==> src/rtl/seq_pkg.sv <==
// ---------------------------------------------------------------------------
// seq_pkg
// Types and constants shared by the serial sequence detector and its
// upstream bit feeder.
//   feed_state_t       : feeder FSM states (idle / shifting a word)
//   IDLE_LEVEL_DEFAULT : serial line level while no word is shifting
//   det_state_t        : detector FSM state encodings
// ---------------------------------------------------------------------------
package seq_pkg;

  typedef enum logic {
    FEED_IDLE  = 1'b0,
    FEED_SHIFT = 1'b1
  } feed_state_t;

  localparam logic IDLE_LEVEL_DEFAULT = 1'b0;

  typedef enum logic [1:0] {
    DET_S0 = 2'd0,
    DET_S1 = 2'd1,
    DET_S2 = 2'd2,
    DET_S3 = 2'd3
  } det_state_t;

endpackage

==> src/rtl/bit_shift_reg.sv <==
// ---------------------------------------------------------------------------
// bit_shift_reg
// Parallel-load shift register presenting one bit at a time.
//   clk       : clock
//   load      : capture load_data (has priority over shift)
//   shift     : advance to the next bit
//   load_data : parallel word to serialize
//   bit_out   : current bit (MSB or LSB of the register per MSB_FIRST)
// Pure datapath: it carries no reset, the owner decides when the bit is
// meaningful.
// ---------------------------------------------------------------------------
module bit_shift_reg
  import seq_pkg::*;
#(
  parameter int WIDTH     = 8,
  parameter bit MSB_FIRST = 1'b1
) (
  input  logic             clk,
  input  logic             load,
  input  logic             shift,
  input  logic [WIDTH-1:0] load_data,
  output logic             bit_out
);

  logic [WIDTH-1:0] r_data;
  logic [WIDTH-1:0] w_shifted;

  generate
    if (MSB_FIRST) begin : g_msb_first
      assign w_shifted = {r_data[WIDTH-2:0], 1'b0};
      assign bit_out   = r_data[WIDTH-1];
    end else begin : g_lsb_first
      assign w_shifted = {1'b0, r_data[WIDTH-1:1]};
      assign bit_out   = r_data[0];
    end
  endgenerate

  always_ff @(posedge clk) begin
    if (load) begin
      r_data <= load_data;
    end else if (shift) begin
      r_data <= w_shifted;
    end
  end

endmodule

==> src/rtl/serial_bit_feeder.sv <==
// ---------------------------------------------------------------------------
// serial_bit_feeder
// Accepts parallel words on a valid/ready handshake and serializes them, one
// bit per enabled clock, onto the detector's serial input. A one-word hold
// register lets consecutive words run without a gap.
//   clk        : clock, all logic on posedge
//   reset_n    : synchronous reset, ACTIVE HIGH (1 = reset) despite the name
//   data_in    : parallel word, sampled on accept
//   data_valid : producer offers data_in
//   data_ready : a word can be accepted this cycle
//   enable     : bit-rate strobe; shifting advances only when high
//   serial_out : serial bit (IDLE_LEVEL when no word is shifting)
//   bit_valid  : serial_out carries a word bit
//   word_done  : one-cycle pulse after the last bit of a word is consumed
//   busy       : shifting or hold register full
// ---------------------------------------------------------------------------
module serial_bit_feeder
  import seq_pkg::*;
#(
  parameter int   WIDTH      = 8,
  parameter bit   MSB_FIRST  = 1'b1,
  parameter logic IDLE_LEVEL = IDLE_LEVEL_DEFAULT
) (
  input  logic             clk,
  input  logic             reset_n,
  input  logic [WIDTH-1:0] data_in,
  input  logic             data_valid,
  output logic             data_ready,
  input  logic             enable,
  output logic             serial_out,
  output logic             bit_valid,
  output logic             word_done,
  output logic             busy
);

  localparam int             CNT_W    = $clog2(WIDTH);
  localparam logic [CNT_W-1:0] LAST_CNT = CNT_W'(WIDTH - 1);

  feed_state_t      r_state;
  feed_state_t      w_state_next;
  logic [WIDTH-1:0] r_hold;
  logic             r_hold_full;
  logic             w_hold_full_next;
  logic [CNT_W-1:0] r_count;
  logic [CNT_W-1:0] w_count_next;
  logic             r_word_done;
  logic             w_word_done_next;
  logic             w_accept;
  logic             w_load;
  logic             w_shift;
  logic             w_bit;

  // Ready is withheld during reset so nothing is captured while the block
  // is being cleared, and while the hold register is occupied so an accept
  // and a drain can never coincide.
  assign w_accept = data_valid && !r_hold_full && !reset_n;

  bit_shift_reg #(
    .WIDTH     (WIDTH),
    .MSB_FIRST (MSB_FIRST)
  ) u_shift (
    .clk       (clk),
    .load      (w_load),
    .shift     (w_shift),
    .load_data (r_hold),
    .bit_out   (w_bit)
  );

  // Hold register is pure data; its occupancy lives in r_hold_full.
  always_ff @(posedge clk) begin
    if (w_accept) begin
      r_hold <= data_in;
    end
  end

  // State register
  always_ff @(posedge clk) begin
    if (reset_n) begin
      r_state     <= FEED_IDLE;
      r_hold_full <= 1'b0;
      r_count     <= '0;
      r_word_done <= 1'b0;
    end else begin
      r_state     <= w_state_next;
      r_hold_full <= w_hold_full_next;
      r_count     <= w_count_next;
      r_word_done <= w_word_done_next;
    end
  end

  // Next-state logic
  always_comb begin
    w_state_next     = r_state;
    w_hold_full_next = r_hold_full;
    w_count_next     = r_count;
    w_word_done_next = 1'b0;
    w_load           = 1'b0;
    w_shift          = 1'b0;

    if (w_accept) begin
      w_hold_full_next = 1'b1;
    end

    case (r_state)
      FEED_IDLE: begin
        // Starting a word does not wait for the bit strobe.
        if (r_hold_full) begin
          w_load           = 1'b1;
          w_hold_full_next = 1'b0;
          w_count_next     = '0;
          w_state_next     = FEED_SHIFT;
        end
      end
      FEED_SHIFT: begin
        if (enable) begin
          if (r_count != LAST_CNT) begin
            w_shift      = 1'b1;
            w_count_next = r_count + CNT_W'(1);
          end else begin
            w_word_done_next = 1'b1;
            // Chain straight into the buffered word for a gap-free stream.
            if (r_hold_full) begin
              w_load           = 1'b1;
              w_hold_full_next = 1'b0;
              w_count_next     = '0;
            end else begin
              w_state_next = FEED_IDLE;
            end
          end
        end
      end
      default: w_state_next = FEED_IDLE;
    endcase
  end

  // Outputs
  always_comb begin
    data_ready = !r_hold_full && !reset_n;
    bit_valid  = (r_state == FEED_SHIFT);
    serial_out = (r_state == FEED_SHIFT) ? w_bit : IDLE_LEVEL;
    word_done  = r_word_done;
    busy       = (r_state == FEED_SHIFT) || r_hold_full;
  end

endmodule

==> config.mk <==
export PLATFORM = sky130hd
export DESIGN_NAME = serial_bit_feeder
export DESIGN_NICKNAME = d
export VERILOG_FILES = /design/src/rtl/seq_pkg.sv /design/src/rtl/bit_shift_reg.sv /design/src/rtl/serial_bit_feeder.sv
export SDC_FILE = /design/constraint.sdc
export NUM_CORES = 1
export LEC_CHECK = 0
export CORE_UTILIZATION = 35
export CTS_BUF_LIST = sky130_fd_sc_hd__clkbuf_2
export DETAILED_ROUTE_END_ITERATION = 8
export HOLD_SLACK_MARGIN = 0.15
export PLACE_DENSITY_LB_ADDON = 0.05
export RECOVER_POWER = 100
export SYNTH_ARGS = -nofsm -noshare
export SYNTH_HDL_FRONTEND = slang
export SYNTH_HIERARCHICAL = 1
export SYNTH_SLANG_ARGS = --single-unit
==> constraint.sdc <==
create_clock -name clk -period 2.38 [get_ports clk]
set_input_delay 0.476 -clock clk [delete_from_list [all_inputs] [get_ports clk]]
set_output_delay 0.476 -clock clk [all_outputs]
set_load 0.05 [all_outputs]
==> flow_metrics.env, run 1 <==
export IMPL_place_ws_ns=0.209
export IMPL_wl_per_cell_microns=13.0
export IMPL_maxCapViolCount=0
export IMPL_fin_hold_ws_ns=0.551
export IMPL_worst_slack_ns=0.199
export IMPL_cellPowerDensity_nw_per_um2=616
export IMPL_dr_pass1_iters=4
export IMPL_syn2layout_area_growth_pct=17.8
export IMPL_cp_start_kind="flop"
export IMPL_critPathKind="reg2out"
export IMPL_ir_drop_uv=385
export IMPL_synth_edff_count=16
export IMPL_end_kind="output port"
export IMPL_yosys_register_bits=22
export IMPL_cts_sinks=22
export IMPL_die_h_microns=53.8
export IMPL_grt_max_degree=13
export IMPL_numCtsBuffers=3
export IMPL_grt_overflow=0
export IMPL_synth_async_reset_ratio_pct=0
export IMPL_ys_warn_count=6
export IMPL_crit_family="buffers and inverters"
export IMPL_cts_resized_gates=0
export IMPL_ys_seq_area_share_pct=63.9
export IMPL_finClkSkew_ns=0.0122
export IMPL_nFillCells=254
export IMPL_wirelength_mm=1.48
export IMPL_rsz0062_at_grt="no"
export IMPL_cts_setup_buffers=0
export IMPL_routed_wl_met3_microns=59
export IMPL_finalPower_mw=0.683
export IMPL_clk_latency_ns=0.33
export IMPL_die_area_sq_um=2900
export IMPL_critical_path_buf_inv_count=1
export IMPL_ys_types=23
export IMPL_fin_crit_sh_pct=91.6
export IMPL_via_per_inst=4.84
export IMPL_htreeDepth=1
export IMPL_setup_violations=0
export IMPL_grt_usage_pct=11.7
export IMPL_cp_cell_sequence="clkdlybuf4s50_1"
export IMPL_finalWeightedCongestion=0.740
export IMPL_slowest_stage="clkdlybuf4s50_1"
export IMPL_grt_first_pass_wirelength_mm=2.22
export IMPL_ctsHoldBuffers=0
export IMPL_dp_cells=110
export IMPL_synth_ff_type="edfxtp_1"
export IMPL_final_cell_mix="edfxtp_1, dlygate4sd3_1, mux2_1, dfxtp_1"
export IMPL_final_common_cell="edfxtp_1"
export IMPL_routed_top_layer="met4"
export IMPL_cp_data_required_time_ns=1.90
export IMPL_postSynthCellCount=63
export IMPL_min_period_ns=2.18
export IMPL_outcome="complete, no violations"
export IMPL_critPathMaxFanout=9
export IMPL_instances_no_fill=114
export IMPL_drcViolationCount=0
export IMPL_drive_gt1_share_pct=8.33
export IMPL_max_freq_ghz=0.459
export IMPL_syn_nets=78
export IMPL_drt_initial_drc_count=6
export IMPL_vias=552
export IMPL_hold_violations=0
export IMPL_ant_nets=0
export IMPL_final_nets=100
export IMPL_start_util_pct=37.6
export IMPL_antenna_found_initial=0
export IMPL_syn_cell_area_sq_um=940
export IMPL_io_pins=17
export IMPL_finalSetupTns_ns=0
export IMPL_hpwlAfterDp_mm=1.01
export IMPL_row_count=18
export IMPL_slew_headroom_pct=57.3
export IMPL_clk_transition_reported_paths_ns=0.21
export IMPL_diodes=0
export IMPL_cts_buffer_depth=2
export IMPL_wl_met2_microns=667
export IMPL_core_area_sq_um=2500
export IMPL_slew_viol_final=0
export IMPL_total_leakage_power_nw=0.404
export IMPL_worst_slew_pin_transition_ns=0.641
export IMPL_critPathMaxStageDelay_ns=0.85
export IMPL_root_buffer="clkbuf_2"
export IMPL_port_buffer_count=16
export IMPL_worstPathArrival_ns=1.70
export IMPL_wl_met1_microns=729
export IMPL_grt_pass1_vias=474
export IMPL_min_path_type="reg2reg"
export IMPL_syn_mean_instance_area_sq_um=14.9
export IMPL_cts_tree="yes"
export IMPL_die_width_microns=53.8
-- through the flow --
stage / area, sq um / utilization [%]
final: 1110 / 44.3
after global routing: 1110 / 44.3
after CTS: 1170 / 46.8
after detailed placement: 1150 / 46.0
after global placement: 1150 / 46.0
after floorplan: 940 / -
-- cells in the mapped netlist (2+ instances only) --
master | instances | area [sq um]
a32o_1 | 2 | 20.0
nor2_1 | 4 | 15.0
inv_1 | 4 | 15.0
a21oi_1 | 2 | 10.0
and2_2 | 2 | 15.0
nand2_1 | 3 | 11.3
dfxtp_1 | 6 | 120
ha_1 | 3 | 37.5
nor2b_1 | 2 | 12.5
mux2_4 | 7 | 105
edfxtp_1 | 16 | 480
-- report_power, final --
group          switching, mW  leakage [nW]  internal [mW]
Combinational         0.0504         0.192         0.0357
Sequential           0.00973         0.198          0.437
Clock                  0.113        0.0140         0.0365
Total                  0.173         0.404          0.509
-- final timing paths --
path / start / endpoint / slack, ns / depth (start not counted)
worst max register to register: r_count[0] / u_shift/r_data[3] / 0.39 / 4
worst max-delay path: bit_valid / bit_valid / 0.20 / 1
worst min register to register: r_hold[1] / u_shift/r_data[1] / 0.55 / 1
worst min-delay path: r_hold[1] / u_shift/r_data[1] / 0.55 / 1
-- sequential cells by signal, indices dropped and copies added, names as in the netlist --
register        flops
r_count             3
word_done           1
u_shift/r_data      8
r_hold_full         1
bit_valid           1
r_hold              8
-- layout make-up --
type	count	area, sq um	share of cell area (%)
clock buffers	3	15.0	1.36
repair buffers	18	153	13.8
well taps	30	37.5	3.39
clock inverters	1	3.75	0.339
multi-input cells	36	283	25.5
inverters	4	15.0	1.36
flip-flops and latches	22	601	54.2
-- logic make-up after synthesis --
group | after synthesis | synth area share (%)
buffers and inverters | 5 | 2.80
DFF | 22 | 63.9
AOI/OAI and AO/OA | 8 | 6.66
muxes | 8 | 12.3
and+or+nand+nor | 17 | 10.4
adders and majority gates | 3 | 4.00
-- metal layers --
| metal | GRT usage, % | vias up |
|---|---|---|
| li1 | - | 272 |
| met1 | 15.1 | 267 |
| met3 | 5.93 | 4 |
| met4 | 5.26 | 0 |
| met5 | 0 | - |
| met2 | 16.3 | 9 |
No activity file was read; power rests on OpenSTA's default activity.
==> inputs of run 2 (changes only) <==
==> constraint.sdc (replaced) <==
create_clock -name clk -period 2.38 [get_ports clk]
set_input_delay 0.357 -clock clk [delete_from_list [all_inputs] [get_ports clk]]
set_output_delay 0.357 -clock clk [all_outputs]
set_load 0.05 [all_outputs]
==> flow_metrics.env, run 2 (synthesis gave the netlist of run 1 again) <==
export IMPL_outcome="complete, no violations"
export IMPL_final_cell_mix="edfxtp_1, dlygate4sd3_1, dfxtp_1, mux2_1"
export IMPL_pwr_share_comb_pct=11.1
export IMPL_finalSetupTns_ns=0
export IMPL_io_pins=17
export IMPL_nFillCells=238
export IMPL_p_int_mw=0.621
export IMPL_numCtsBuffers=3
export IMPL_finClkSkew_ns=0.000760
export IMPL_cts_resized_gates=0
export IMPL_via_per_inst=4.70
export IMPL_drcViolationCount=0
export IMPL_clk_transition_reported_paths_ns=0.21
export IMPL_cts_setup_buffers=0
export IMPL_wirelength_mm=1.38
export IMPL_die_width_microns=53.8
export IMPL_hold_violations=0
export IMPL_swShare_pct=22.1
export IMPL_worst_slew_pin_transition_ns=0.595
export IMPL_total_leakage_power_nw=0.425
export IMPL_final_common_cell="edfxtp_1"
export IMPL_place_ws_ns=0.314
export IMPL_cts_sinks=22
export IMPL_cts_buffer_depth=2
export IMPL_wl_per_cell_microns=12.1
export IMPL_core_area_sq_um=2500
export IMPL_start_util_pct=37.6
export IMPL_end_kind="output port"
export IMPL_min_path_type="reg2reg"
export IMPL_cellPowerDensity_nw_per_um2=696
export IMPL_clk_latency_ns=0.32
export IMPL_diodes=0
export IMPL_grt_usage_pct=11.8
export IMPL_maxCapViolCount=0
export IMPL_critPathKind="reg2out"
export IMPL_drive_gt1_share_pct=9.52
export IMPL_die_h_microns=53.8
export IMPL_grt_overflow=0
export IMPL_cp_data_required_time_ns=2.02
export IMPL_setup_violations=0
export IMPL_critPathMaxFanout=9
export IMPL_grt_first_pass_wirelength_mm=2.21
export IMPL_slew_headroom_pct=60.5
export IMPL_grt_max_degree=14
export IMPL_hpwlAfterDp_microns=964
export IMPL_vias=536
export IMPL_ant_nets=0
export IMPL_grt_pass1_vias=455
export IMPL_top_regs="r_hold: 8 flops, u_shift/r_data: 8 flops, r_count: 3 flops"
export IMPL_multi_input_area_sq_um=287
export IMPL_ctsHoldBuffers=0
export IMPL_min_period_ns=2.21
export IMPL_fin_crit_sh_pct=92.9
export IMPL_power_frac_clock_pct=32.8
export IMPL_rsz0062_at_grt="no"
export IMPL_htreeDepth=1
export IMPL_slew_viol_final=0
export IMPL_final_nets=100
export IMPL_max_freq_ghz=0.452
export IMPL_p_sw_mw=0.177
export IMPL_row_count=18
export IMPL_drt_initial_drc_count=22
export IMPL_worstPathArrival_ns=1.85
export IMPL_seq_area_sq_um=601
export IMPL_cp_start_kind="flop"
export IMPL_antenna_found_initial=0
export IMPL_seqPwrFrac_pct=56.1
export IMPL_dr_pass1_iters=4
export IMPL_syn2layout_area_growth_pct=22.0
export IMPL_die_area_sq_um=2900
export IMPL_cts_tree="yes"
export IMPL_port_buffer_count=16
export IMPL_worst_slack_ns=0.168
export IMPL_finalWeightedCongestion=0.725
export IMPL_root_buffer="clkbuf_2"
export IMPL_ir_drop_uv=377
==> run 2: final timing paths <==
| check | startpoint | endpoint | slack, ns | depth (start not counted) |
|---|---|---|---|---|
| setup / recovery | bit_valid | busy | 0.17 | 3 |
| hold / removal | u_shift/r_data[0] | u_shift/r_data[1] | 0.56 | 1 |
| setup reg to reg | r_count[0] | u_shift/r_data[7] | 0.46 | 4 |
| hold reg to reg | u_shift/r_data[0] | u_shift/r_data[1] | 0.56 | 1 |
==> run 2: area by class of cell <==
type	instances	share of cell area, %
Tap cell	30	3.28
Multi-Input combinational cell	36	25.0
Clock inverter	1	2.62
Timing Repair Buffer	18	14.1
Clock buffer	3	1.31
Inverter	4	1.31
Sequential cell	22	52.4
==> run 2: stage by stage <==
stage | util, % | power (mW) | cell area (sq um) | instances | hold WS, ns
after floorplan | - | 0.522 | 940 | 63 | 0.426
after global placement | 45.5 | 0.563 | 1140 | 110 | 0.521
after detailed placement | 45.5 | 0.564 | 1140 | 110 | 0.523
after CTS | 47.3 | 0.829 | 1180 | 114 | 0.533
after global routing | 45.8 | 0.833 | 1150 | 114 | 0.579
final | 45.8 | 0.798 | 1150 | 114 | 0.564
==> run 2: routing by layer <==
layer	vias up	wire length, microns	track usage (%)
met1	253	719	16.5
met4	0	10	6.58
met2	9	608	15.0
met5	-	0	0
li1	272	-	-
met3	2	44	5.08
==> run 2: power groups by stage <==
stage | clock network [mW] | registers (mW) | logic (mW)
2_1_floorplan | 0 | 0.457 | 0.0651
3_3_place_gp | 0 | 0.457 | 0.107
3_5_place_dp | 0 | 0.456 | 0.108
4_1_cts | 0.273 | 0.448 | 0.108
5_1_grt | 0.287 | 0.450 | 0.0964
6_report | 0.262 | 0.447 | 0.0884
==> run 2: worst max-delay path, cell delays in order (launching register included) <==
cell and delay [ns]:
dfxtp_1 0.52, inv_1 0.09, nand2_1 0.07, dlygate4sd3_1 0.86
==> inputs of run 3 (changes only) <==
--- a/config.mk
+++ b/config.mk
@@ -5,7 +5,7 @@
 export SDC_FILE = /design/constraint.sdc
 export NUM_CORES = 1
 export LEC_CHECK = 0
-export CORE_UTILIZATION = 35
+export CORE_UTILIZATION = 45
 export CTS_BUF_LIST = sky130_fd_sc_hd__clkbuf_2
 export DETAILED_ROUTE_END_ITERATION = 8
 export HOLD_SLACK_MARGIN = 0.15
==> flow_metrics.env, run 3 (synthesis gave the netlist of run 1 again) <==
export IMPL_grt_pass1_vias=507
export IMPL_power_frac_clock_pct=32.4
export IMPL_grtUsageMet1_pct=18.5
export IMPL_r2r_start="r_count[0]"
export IMPL_vias=547
export IMPL_min_period_ns=2.20
export IMPL_gr_usage_met3_pct=2.26
export IMPL_swShare_pct=21.7
export IMPL_max_freq_ghz=0.455
export IMPL_p_int_mw=0.620
export IMPL_worstPathArrival_ns=1.84
export IMPL_drcViolationCount=0
export IMPL_root_buffer="clkbuf_2"
export IMPL_cts_tree="yes"
export IMPL_critPathKind="reg2out"
export IMPL_critPathMaxFanout=9
export IMPL_grt_max_degree=14
export IMPL_cp_data_required_time_ns=2.02
export IMPL_drive_gt1_share_pct=8.43
export IMPL_core_area_sq_um=1960
export IMPL_diodes=0
export IMPL_io_pins=17
export IMPL_syn2layout_area_growth_pct=20.8
export IMPL_grt_overflow=0
export IMPL_finalSetupTns_ns=0
export IMPL_clk_latency_ns=0.33
export IMPL_fin_crit_sh_pct=92.4
export IMPL_numCtsBuffers=3
export IMPL_dr_pass1_iters=3
export IMPL_finalWeightedCongestion=0.733
export IMPL_final_nets=99
export IMPL_hold_start="u_shift/r_data[4]"
export IMPL_cp_start_kind="flop"
export IMPL_antenna_found_initial=0
export IMPL_die_h_microns=47.7
export IMPL_finalPower_mw=0.791
export IMPL_outcome="complete, no violations"
export IMPL_hold_violations=0
export IMPL_maxCapViolCount=0
export IMPL_htreeDepth=1
export IMPL_p_sw_mw=0.171
export IMPL_setup_violations=0
export IMPL_busiest_layer="met2"
export IMPL_cts_sinks=22
export IMPL_rsz0062_at_grt="no"
export IMPL_die_width_microns=47.7
export IMPL_reg2reg_slack_ns=0.40
export IMPL_clk_transition_reported_paths_ns=0.20
export IMPL_cts_buffer_depth=2
export IMPL_start_util_pct=47.9
export IMPL_die_area_sq_um=2270
export IMPL_holdPathStages=1
export IMPL_min_to="u_shift/r_data[5]"
export IMPL_worst_slew_pin_transition_ns=0.592
export IMPL_final_common_cell="edfxtp_1"
export IMPL_cts_resized_gates=0
export IMPL_row_count=16
export IMPL_slew_headroom_pct=60.7
export IMPL_grt_first_pass_wirelength_mm=2.10
export IMPL_seqPwrFrac_pct=56.5
export IMPL_top_regs="r_hold: 8 flops, u_shift/r_data: 8 flops, r_count: 3 flops"
export IMPL_slew_viol_final=0
export IMPL_ant_nets=0
export IMPL_via_per_inst=4.97
export IMPL_min_path_type="reg2reg"
export IMPL_ff2ff_path_depth=6
export IMPL_ir_drop_uv=415
export IMPL_hpwlAfterDp_mm=1.04
export IMPL_end_kind="output port"
export IMPL_port_buffer_count=16
export IMPL_wl_per_cell_microns=12.8
export IMPL_final_cell_mix="edfxtp_1, dlygate4sd3_1, mux2_1, dfxtp_1"
export IMPL_wirelength_mm=1.41
export IMPL_pwr_share_comb_pct=11.1
export IMPL_finClkSkew_ns=0.00182
export IMPL_met2_usage_pct=21.9
export IMPL_r2r_end="u_shift/r_data[2]"
export IMPL_grt_usage_pct=14.1
export IMPL_cts_setup_buffers=0
export IMPL_total_leakage_power_nw=0.419
export IMPL_cellPowerDensity_nw_per_um2=697
export IMPL_drt_initial_drc_count=8
export IMPL_ctsHoldBuffers=0
==> run 3: changes by cell type in the layout (fill, tap and decap cells not counted) <==
cell,before,now
dlygate4sd3_1,12,11
mux2_4,1,0
clkbuf_1,3,2
mux2_1,6,7
clkdlybuf4s50_1,3,4
==> run 3: layer usage <==
| layer | wire length, microns | vias to the layer above |
|---|---|---|
| met3 | 32 | 2 |
| met1 | 635 | 267 |
| li1 | - | 267 |
| met2 | 720 | 11 |
| met5 | 0 | - |
| met4 | 18 | 0 |
==> run 3: area by class of cell <==
type	instances	area, sq um
clock buffers	3	15.0
fillers	183	827
flip-flops and latches	22	601
multi-input cells	36	283
well taps	27	33.8
clock inverters	1	30.0
repair buffers	17	158
inverters	4	15.0
==> run 3: power by group through the flow <==
stage	combinational (mW)	clock (mW)	sequential (mW)
detailed placement	0.106	0	0.457
global route	0.0954	0.275	0.450
CTS	0.107	0.265	0.448
finish	0.0877	0.256	0.447
global placement	0.104	0	0.457
floorplan	0.0651	0	0.457
==> run 3: worst max-delay path by stage <==
stage	end	slack, ns	start
global route	serial_out	0.08	bit_valid
CTS	serial_out	0.15	bit_valid
detailed placement	u_shift/r_data[2]	0.33	enable
global placement	u_shift/r_data[1]	0.36	enable
floorplan	u_shift/r_data[0]	0.59	bit_valid
finish	serial_out	0.18	bit_valid
==> run 3: worst max-delay path, stage by stage (launching register included) <==
cell,delay [ns]
dfxtp_1,0.52
and2_2,0.20
clkdlybuf4s50_1,0.79
==> run 3: metrics by stage <==
stage                     cells  hold slack [ns]  util, %  setup slack (ns)  instance area [sq um]
after floorplan              63            0.426        -             0.587                    940
after global placement      106            0.531     57.5             0.357                   1130
after detailed placement    106            0.537     57.5             0.326                   1130
after CTS                   110            0.541     59.8             0.145                   1170
after global routing        110            0.587     57.8            0.0827                   1130
final                       110            0.558     57.8             0.180                   1130
